**src/rtl/atm_bank_pkg.sv**
```systemverilog
// Shared definitions for the ATM bank responder and the ATM front-end FSM:
// op/status codes, responder state encoding and account defaults.
package atm_bank_pkg;

  localparam int                DATA_W           = 32;
  localparam int                PIN_W            = 4;
  localparam int                DEF_NUM_ACCOUNTS = 4;
  localparam int                DEF_ACCT_W       = 2;
  localparam int                DEF_MAX_TRIES    = 3;
  localparam logic [DATA_W-1:0] DEF_INIT_BALANCE = 32'h000F4240;
  localparam logic [PIN_W-1:0]  DEF_PIN          = 4'b1010;

  typedef enum logic [1:0] {
    OP_VERIFY   = 2'b00,
    OP_BALANCE  = 2'b01,
    OP_DEPOSIT  = 2'b10,
    OP_WITHDRAW = 2'b11
  } op_e;

  typedef enum logic [1:0] {
    ST_OK       = 2'b00,
    ST_BAD_PIN  = 2'b01,
    ST_NO_FUNDS = 2'b10,
    ST_LOCKED   = 2'b11
  } status_e;

  typedef enum logic [2:0] {
    S_IDLE    = 3'd0,
    S_LOOKUP  = 3'd1,
    S_CHECK   = 3'd2,
    S_COMMIT  = 3'd3,
    S_RESPOND = 3'd4
  } state_e;

endpackage

```
**src/rtl/atm_bank_responder_if.sv**
```systemverilog
// Request/response channel between the ATM front-end (master) and the
// bank responder (slave); both directions use valid/ready handshakes.
interface atm_bank_responder_if #(
  parameter int ACCT_W = atm_bank_pkg::DEF_ACCT_W
) ();
  import atm_bank_pkg::*;

  logic                req_valid;
  logic                req_ready;
  op_e                 req_op;
  logic [ACCT_W-1:0]   req_account;
  logic [PIN_W-1:0]    req_pin;
  logic [DATA_W-1:0]   req_amount;
  logic                rsp_valid;
  logic                rsp_ready;
  status_e             rsp_status;
  logic [DATA_W-1:0]   rsp_balance;

  modport master (
    output req_valid, req_op, req_account, req_pin, req_amount, rsp_ready,
    input  req_ready, rsp_valid, rsp_status, rsp_balance
  );

  modport slave (
    input  req_valid, req_op, req_account, req_pin, req_amount, rsp_ready,
    output req_ready, rsp_valid, rsp_status, rsp_balance
  );

endinterface

```
**src/rtl/atm_account_store.sv**
```systemverilog
// Per-account register file {balance, pin, fail count, lock}; one combinational
// read port and one write port, every entry returns to its defaults on reset.
module atm_account_store
  import atm_bank_pkg::*;
#(
  parameter int                NUM_ACCOUNTS = DEF_NUM_ACCOUNTS,
  parameter int                ACCT_W       = DEF_ACCT_W,
  parameter int                FAIL_W       = 2,
  parameter logic [DATA_W-1:0] INIT_BALANCE = DEF_INIT_BALANCE,
  parameter logic [PIN_W-1:0]  DEFAULT_PIN  = DEF_PIN
) (
  input  logic                clk,
  input  logic                reset,
  input  logic [ACCT_W-1:0]   i_rd_idx,
  output logic [DATA_W-1:0]   o_rd_balance,
  output logic [PIN_W-1:0]    o_rd_pin,
  output logic [FAIL_W-1:0]   o_rd_fail,
  output logic                o_rd_locked,
  input  logic                i_wr_en,
  input  logic [ACCT_W-1:0]   i_wr_idx,
  input  logic [DATA_W-1:0]   i_wr_balance,
  input  logic [FAIL_W-1:0]   i_wr_fail,
  input  logic                i_wr_locked
);

  logic [DATA_W-1:0] r_balance [NUM_ACCOUNTS];
  logic [PIN_W-1:0]  r_pin     [NUM_ACCOUNTS];
  logic [FAIL_W-1:0] r_fail    [NUM_ACCOUNTS];
  logic              r_locked  [NUM_ACCOUNTS];

  // PINs have no change operation, so they only ever hold their reset value
  always_ff @(posedge clk or posedge reset) begin
    if (reset) begin
      for (int i = 0; i < NUM_ACCOUNTS; i++) begin
        r_balance[i] <= INIT_BALANCE;
        r_pin[i]     <= DEFAULT_PIN;
        r_fail[i]    <= '0;
        r_locked[i]  <= 1'b0;
      end
    end else if (i_wr_en) begin
      r_balance[i_wr_idx] <= i_wr_balance;
      r_fail[i_wr_idx]    <= i_wr_fail;
      r_locked[i_wr_idx]  <= i_wr_locked;
    end
  end

  assign o_rd_balance = r_balance[i_rd_idx];
  assign o_rd_pin     = r_pin[i_rd_idx];
  assign o_rd_fail    = r_fail[i_rd_idx];
  assign o_rd_locked  = r_locked[i_rd_idx];

endmodule

```
**src/rtl/atm_bank_responder.sv**
```systemverilog
// Bank-side responder: captures one account request, checks index/lock/PIN/funds,
// commits a single account write and holds the response until it is taken.
module atm_bank_responder
  import atm_bank_pkg::*;
#(
  parameter int                NUM_ACCOUNTS = DEF_NUM_ACCOUNTS,
  parameter int                ACCT_W       = DEF_ACCT_W,
  parameter logic [DATA_W-1:0] INIT_BALANCE = DEF_INIT_BALANCE,
  parameter logic [PIN_W-1:0]  DEFAULT_PIN  = DEF_PIN,
  parameter int                MAX_TRIES    = DEF_MAX_TRIES
) (
  input  logic                clk,
  input  logic                reset,
  atm_bank_responder_if.slave bus
);

  localparam int FAIL_W = $clog2(MAX_TRIES + 1);

  state_e              r_state, w_state_nxt;
  logic                w_req_ready, w_take, w_store_we, w_idx_ok;

  op_e                 r_op_p0;
  logic [ACCT_W-1:0]   r_acct_p0;
  logic [PIN_W-1:0]    r_pin_p0;
  logic [DATA_W-1:0]   r_amt_p0;

  logic [DATA_W-1:0]   w_rd_balance;
  logic [PIN_W-1:0]    w_rd_pin;
  logic [FAIL_W-1:0]   w_rd_fail;
  logic                w_rd_locked;

  logic [DATA_W-1:0]   r_bal_p1;
  logic [PIN_W-1:0]    r_spin_p1;
  logic [FAIL_W-1:0]   r_fail_p1;
  logic                r_lock_p1;

  logic [DATA_W:0]     w_sum;
  status_e             w_status;
  logic [DATA_W-1:0]   w_newbal, w_rspbal;
  logic [FAIL_W-1:0]   w_newfail;
  logic                w_newlock, w_we;

  status_e             r_status_p2;
  logic [DATA_W-1:0]   r_newbal_p2, r_rspbal_p2;
  logic [FAIL_W-1:0]   r_newfail_p2;
  logic                r_newlock_p2, r_we_p2;

  logic                r_rsp_valid;
  status_e             r_rsp_status;
  logic [DATA_W-1:0]   r_rsp_balance;

  function automatic logic [FAIL_W-1:0] fail_inc(input logic [FAIL_W-1:0] f);
    if (f >= FAIL_W'(MAX_TRIES)) return f;
    return f + FAIL_W'(1);
  endfunction

  generate
    if (NUM_ACCOUNTS >= (1 << ACCT_W)) begin : g_idx_full
      assign w_idx_ok = 1'b1;
    end else begin : g_idx_part
      assign w_idx_ok = (int'({1'b0, r_acct_p0}) < NUM_ACCOUNTS);
    end
  endgenerate

  atm_account_store #(
    .NUM_ACCOUNTS (NUM_ACCOUNTS),
    .ACCT_W       (ACCT_W),
    .FAIL_W       (FAIL_W),
    .INIT_BALANCE (INIT_BALANCE),
    .DEFAULT_PIN  (DEFAULT_PIN)
  ) u_store (
    .clk          (clk),
    .reset        (reset),
    .i_rd_idx     (r_acct_p0),
    .o_rd_balance (w_rd_balance),
    .o_rd_pin     (w_rd_pin),
    .o_rd_fail    (w_rd_fail),
    .o_rd_locked  (w_rd_locked),
    .i_wr_en      (w_store_we),
    .i_wr_idx     (r_acct_p0),
    .i_wr_balance (r_newbal_p2),
    .i_wr_fail    (r_newfail_p2),
    .i_wr_locked  (r_newlock_p2)
  );

  always_ff @(posedge clk or posedge reset) begin
    if (reset) r_state <= S_IDLE;
    else       r_state <= w_state_nxt;
  end

  always_comb begin
    w_state_nxt = r_state;
    w_req_ready = 1'b0;
    w_take      = 1'b0;
    w_store_we  = 1'b0;
    case (r_state)
      S_IDLE: begin
        w_req_ready = 1'b1;
        if (bus.req_valid) begin
          w_take      = 1'b1;
          w_state_nxt = S_LOOKUP;
        end
      end
      S_LOOKUP: w_state_nxt = S_CHECK;
      S_CHECK:  w_state_nxt = S_COMMIT;
      S_COMMIT: begin
        w_store_we  = r_we_p2;
        w_state_nxt = S_RESPOND;
      end
      S_RESPOND: if (r_rsp_valid && bus.rsp_ready) w_state_nxt = S_IDLE;
      default:   w_state_nxt = S_IDLE;
    endcase
  end

  // Stage p0 -> p1: request capture, then account lookup
  always_ff @(posedge clk) begin
    if (w_take) begin
      r_op_p0   <= bus.req_op;
      r_acct_p0 <= bus.req_account;
      r_pin_p0  <= bus.req_pin;
      r_amt_p0  <= bus.req_amount;
    end
    if (r_state == S_LOOKUP) begin
      r_bal_p1  <= w_rd_balance;
      r_spin_p1 <= w_rd_pin;
      r_fail_p1 <= w_rd_fail;
      r_lock_p1 <= w_rd_locked;
    end
    if (r_state == S_CHECK) begin
      r_status_p2  <= w_status;
      r_newbal_p2  <= w_newbal;
      r_rspbal_p2  <= w_rspbal;
      r_newfail_p2 <= w_newfail;
      r_newlock_p2 <= w_newlock;
    end
  end

  assign w_sum = {1'b0, r_bal_p1} + {1'b0, r_amt_p0};

  // Stage p1 -> p2: checks in priority order; a bad index writes nothing
  always_comb begin
    w_status  = ST_OK;
    w_newbal  = r_bal_p1;
    w_newfail = r_fail_p1;
    w_newlock = r_lock_p1;
    w_we      = 1'b0;
    w_rspbal  = '0;
    if (!w_idx_ok) begin
      w_status = ST_BAD_PIN;
    end else if (r_lock_p1) begin
      w_status = ST_LOCKED;
    end else if (r_pin_p0 != r_spin_p1) begin
      w_we      = 1'b1;
      w_newfail = fail_inc(r_fail_p1);
      if (w_newfail >= FAIL_W'(MAX_TRIES)) begin
        w_newlock = 1'b1;
        w_status  = ST_LOCKED;
      end else begin
        w_status  = ST_BAD_PIN;
      end
    end else begin
      w_we      = 1'b1;
      w_newfail = '0;
      case (r_op_p0)
        OP_WITHDRAW: begin
          if (r_amt_p0 > r_bal_p1) w_status = ST_NO_FUNDS;
          else                     w_newbal = r_bal_p1 - r_amt_p0;
        end
        OP_DEPOSIT: begin
          if (w_sum[DATA_W]) w_status = ST_NO_FUNDS;
          else               w_newbal = w_sum[DATA_W-1:0];
        end
        default: ;
      endcase
      w_rspbal = w_newbal;
    end
  end

  // Stage p2 -> response: commit write, then present the held response
  always_ff @(posedge clk or posedge reset) begin
    if (reset) begin
      r_we_p2       <= 1'b0;
      r_rsp_valid   <= 1'b0;
      r_rsp_status  <= ST_OK;
      r_rsp_balance <= '0;
    end else begin
      if (r_state == S_CHECK) r_we_p2 <= w_we;
      if (r_state == S_COMMIT) begin
        r_rsp_status  <= r_status_p2;
        r_rsp_balance <= r_rspbal_p2;
      end
      if (r_state == S_RESPOND && !r_rsp_valid) r_rsp_valid <= 1'b1;
      else if (r_rsp_valid && bus.rsp_ready)    r_rsp_valid <= 1'b0;
    end
  end

  assign bus.req_ready   = w_req_ready;
  assign bus.rsp_valid   = r_rsp_valid;
  assign bus.rsp_status  = r_rsp_status;
  assign bus.rsp_balance = r_rsp_balance;

endmodule

```
**src/flat_wrapper.sv**
```systemverilog
// flat-port wrapper written by rule: the top's interface ports become plain ports
module atm_bank_responder_flat import atm_bank_pkg::*;
#(
  parameter int                NUM_ACCOUNTS = DEF_NUM_ACCOUNTS,
  parameter int                ACCT_W       = DEF_ACCT_W,
  parameter logic [DATA_W-1:0] INIT_BALANCE = DEF_INIT_BALANCE,
  parameter logic [PIN_W-1:0]  DEFAULT_PIN  = DEF_PIN,
  parameter int                MAX_TRIES    = DEF_MAX_TRIES
)
  (clk, reset, bus_req_valid, bus_req_op, bus_req_account, bus_req_pin, bus_req_amount, bus_rsp_ready, bus_req_ready, bus_rsp_valid, bus_rsp_status, bus_rsp_balance);
  atm_bank_responder_if #(.ACCT_W(ACCT_W)) bus_i ();
  input  logic clk;
  input  logic reset;
  input wire logic [$bits(bus_i.req_valid)-1:0] bus_req_valid;
  input wire logic [$bits(bus_i.req_op)-1:0] bus_req_op;
  input wire logic [$bits(bus_i.req_account)-1:0] bus_req_account;
  input wire logic [$bits(bus_i.req_pin)-1:0] bus_req_pin;
  input wire logic [$bits(bus_i.req_amount)-1:0] bus_req_amount;
  input wire logic [$bits(bus_i.rsp_ready)-1:0] bus_rsp_ready;
  output wire logic [$bits(bus_i.req_ready)-1:0] bus_req_ready;
  output wire logic [$bits(bus_i.rsp_valid)-1:0] bus_rsp_valid;
  output wire logic [$bits(bus_i.rsp_status)-1:0] bus_rsp_status;
  output wire logic [$bits(bus_i.rsp_balance)-1:0] bus_rsp_balance;
  assign bus_i.req_valid = bus_req_valid;
  assign bus_i.req_op = bus_req_op;
  assign bus_i.req_account = bus_req_account;
  assign bus_i.req_pin = bus_req_pin;
  assign bus_i.req_amount = bus_req_amount;
  assign bus_i.rsp_ready = bus_rsp_ready;
  assign bus_req_ready = bus_i.req_ready;
  assign bus_rsp_valid = bus_i.rsp_valid;
  assign bus_rsp_status = bus_i.rsp_status;
  assign bus_rsp_balance = bus_i.rsp_balance;
  atm_bank_responder #(.NUM_ACCOUNTS(NUM_ACCOUNTS), .ACCT_W(ACCT_W), .INIT_BALANCE(INIT_BALANCE), .DEFAULT_PIN(DEFAULT_PIN), .MAX_TRIES(MAX_TRIES)) u_core (.clk(clk), .reset(reset), .bus(bus_i));
endmodule
```
**config.mk**
```make
export PLATFORM = sky130hd
export DESIGN_NAME = atm_bank_responder_flat
export DESIGN_NICKNAME = d
export VERILOG_FILES = /design/src/rtl/atm_bank_pkg.sv /design/src/rtl/atm_bank_responder_if.sv /design/src/rtl/atm_account_store.sv /design/src/rtl/atm_bank_responder.sv /design/src/flat_wrapper.sv
export SDC_FILE = /design/constraint.sdc
export NUM_CORES = 1
export LEC_CHECK = 0
export ABC_AREA = 1
export CAP_MARGIN = 40
export CORE_ASPECT_RATIO = 0.7
export CORE_MARGIN = 2
export CORE_UTILIZATION = 30
export DETAILED_ROUTE_END_ITERATION = 8
export SLEW_MARGIN = 10
export SYNTH_ARGS = -nofsm -noshare
export SYNTH_HDL_FRONTEND = slang
export SYNTH_SLANG_ARGS = --single-unit
```
**constraint.sdc**
```tcl
create_clock -name clk -period 6.8 [get_ports clk]
set_input_delay 1.36 -clock clk [delete_from_list [all_inputs] [get_ports clk]]
set_output_delay 1.36 -clock clk [all_outputs]
set_load 0.01 [all_outputs]
```
==> impl_metrics.tcl <==
set metrics [dict create \
    ys_types 45 \
    ctsHoldBuffers 0 \
    setup_viol 0 \
    synth_top_area_frac 0.223 \
    yosysTopAreaCell "edfxtp_1" \
    cp_data_arrival_time_ns 4.35 \
    yosysSeqAreaShare 0.459 \
    yosys_register_bits 306 \
    port_buffers 75 \
    crit_path_top_delay_cell "edfxtp_1" \
    yosysWarnings 16 \
    num_antenna_cells 0 \
    clock-sinks 306 \
    routedWlPerCell_um 17.0 \
    hold_viol 0 \
    p_leak_nw 10.4 \
    grt_start_max_net_pins 96 \
    vias 15700 \
    worstSkewPairLatency_ns 0.58 \
    wirelength_mm 56.4 \
    criticalPathCategory "reg -> reg" \
    synthCells 2456 \
    htreeDepth 1 \
    p_per_area_nw_per_um2 451 \
    slew_headroom 0.463 \
    finalCritPeriodShare 0.577 \
    drtPass1Iterations 9 \
    syn2layout_area_growth_pct 13.4 \
    antenna_found_initial 0 \
    max_freq_ghz 0.255 \
    first_global_vias 14500 \
    grt_usage 0.179 \
    clk_path_buf_depth 3 \
    min_period_ns 3.92 \
    setup_tns_ns 0 \
    place_area_um2 19800 \
    start_kind "flip-flop" \
    worst_slew_pin_slew_ns 0.806 \
    ys.flop_type "dfrtp_1" \
    cp_cell_sequence "inv_1, ha_1, fa_1, inv_1, nand2_1, nand2_1, nand3_1, nand2_1, nand2_1, nand2_1, nand2_2, nand2_4, inv_2, nand2_1, nand3_1, nand3_1, nand2_1, inv_1" \
    final_area_um2 20700 \
    dieArea_um2 62700 \
    layout-drive-gt1-share 0.0663 \
    core.rowCount 75 \
    clkTransAtPathRegs_ns 0.07 \
    final_cell_mix "nand2_1, inv_1, nand3_1, dfrtp_1, edfxtp_1" \
    synth_edf_count 135 \
    async_flop_share 0.559 \
    peakVddDrop_uv 217 \
    cts_made_buffers 29 \
    grt_pass1_wl_mm 86.9 \
    fillers 6412 \
    synth.area.top_cells "edfxtp_1, dfrtp_1, nand2_1, inv_1, nand3_1" \
    layout_commonest_cell "nand2_1" \
    io_pins 80 \
    max_stage_delay_ns 0.48 \
    root_buffer "clkbuf_16" \
    postCtsResizedCells 0 \
    via_per_inst 4.75 \
    violations "DRC" \
    gp_congestion 0.986 \
    grt_overflow 0 \
    die_height_um 210 \
    finClkSkew_ns 0.0144 \
    hp-class "reg -> reg" \
    syn_avg_cell_area_um2 7.42 \
    crit_path_frequent_cell "nand2_1" \
    rsz0062_at_grt "false" \
    max_cap_viol_count 0 \
    synth_nets 2567 \
    antenna_left 0 \
    endpoint_kind "flip-flop" \
    core_area_um2 60000 \
    post_cts_buffers 0 \
    hold_ws_ns 0.444 \
    place_hpwl_mm 40.1 \
    synth_area_um2 18200 \
    outcome "finished, violations left" \
    cts_tree "yes" \
    start_util 0.304 \
    nets 2594 \
    drt_iter0_drc 1988 \
    drc_errors 1 \
    report.final.slew_viol_count 0 \
    crit_fanout 35 \
    required_ns 7.23 \
    chipWidth_um 299 \
]
critical path, delay by kind of cell, from the launching register on:
| family | cells | cell delay (ns) |
|---|---|---|
| buf+inv | 4 | 0.67 |
| simple gates | 12 | 1.98 |
| fa+ha+maj | 2 | 0.60 |
| flops | 1 | 0.48 |
routing by layer:
layer  GRT usage  up-vias  wire length, um  share of wire
met3      0.0343       47             5250          0.093
li1            -     7738                -              -
met1       0.298     7338            29600           0.52
met5           0        -                0              0
met2       0.236      619            20800           0.37
met4      0.0274        0              737          0.013
flip-flops by register name, indices dropped and copies added (netlist names):
name,count
u_core.bus.rsp_status,2
u_core.bus.rsp_valid,1
u_core.r_amt_p0,32
u_core.r_state,3
u_core.r_bal_p1,32
u_core.r_rspbal_p2,32
u_core.r_lock_p1,1
u_core.u_store.r_locked,4
u_core.u_store.r_balance,128
u_core.r_newbal_p2,32
u_core.r_op_p0,2
u_core.bus.rsp_balance,32
u_core.r_status_p2,2
u_core.r_we_p2,1
u_core.r_acct_p0,2
Yosys cell counts (8+ instances only):
cell,count
nand4_1,11
nand2_2,9
clkbuf_1,50
a22oi_1,33
dfstp_2,28
xor2_1,23
o21ai_1,19
nand2_1,933
buf_2,27
a21oi_1,47
nand3_1,205
nor2_1,108
ha_1,65
nor2_2,8
o21ai_0,128
buf_1,11
inv_1,360
nor3_1,14
inv_2,27
dfrtp_1,143
buf_4,8
edfxtp_1,135
final timing paths:
kind / start / end / slack, ns / cells after the start
setup / recovery: u_core.r_bal_p1[0]$_DFFE_PP_ / u_core.r_rspbal_p2[10]$_SDFFCE_PP0P_ / 2.88 / 18
hold / removal: u_core.r_rspbal_p2[23]$_SDFFCE_PP0P_ / u_core.bus.rsp_balance[23]$_DFFE_PP0P_ / 0.44 / 2
setup reg to reg: u_core.r_bal_p1[0]$_DFFE_PP_ / u_core.r_rspbal_p2[10]$_SDFFCE_PP0P_ / 2.88 / 18
hold reg to reg: u_core.r_rspbal_p2[23]$_SDFFCE_PP0P_ / u_core.bus.rsp_balance[23]$_DFFE_PP0P_ / 0.44 / 2
max in group asynchronous: reset / u_core.bus.rsp_balance[17]$_DFFE_PP0P_ / 4.48 / 3
min in group asynchronous: reset / u_core.bus.rsp_balance[0]$_DFFE_PP0P_ / 1.27 / 2
per-stage QoR:
step	utilization	power, mW	setup WS (ns)	instances
final	0.344	9.32	2.88	3313
after global routing	0.344	10.1	2.57	3313
after CTS	0.344	9.30	2.92	3313
after detailed placement	0.329	7.65	2.98	3260
after global placement	0.328	7.59	3.01	3257
after floorplan	-	6.18	0.855	2456
layout make-up:
cell class,instances,area [um2],share of cell area
flip-flops and latches,306,8370,0.405
multi-input cells,1657,7940,0.384
inverters,393,1480,0.0717
well taps,808,1010,0.0489
repair buffers,96,961,0.0465
clock buffers,37,756,0.0366
clock inverters,16,143,0.00691
logic make-up (layout without fill, tap and decap cells):
family | Yosys count | after routing | share of synthesized area
flip-flops | 306 | 306 | 0.459
adder cells (fa/ha/maj) | 67 | 67 | 0.0468
XOR/XNOR | 25 | 25 | 0.0120
buffers and inverters | 493 | 542 | 0.107
AND/OR/NAND/NOR | 1318 | 1318 | 0.298
AO/OA/AOI/OAI | 247 | 247 | 0.0768
power breakdown:
part	internal (mW)	leakage, nW	switching (mW)
logic	1.40	6.46	3.06
clock network	0.867	0.444	0.735
registers	2.82	3.44	0.440
total	5.08	10.4	4.24
(Power assumes the default switching activity.)
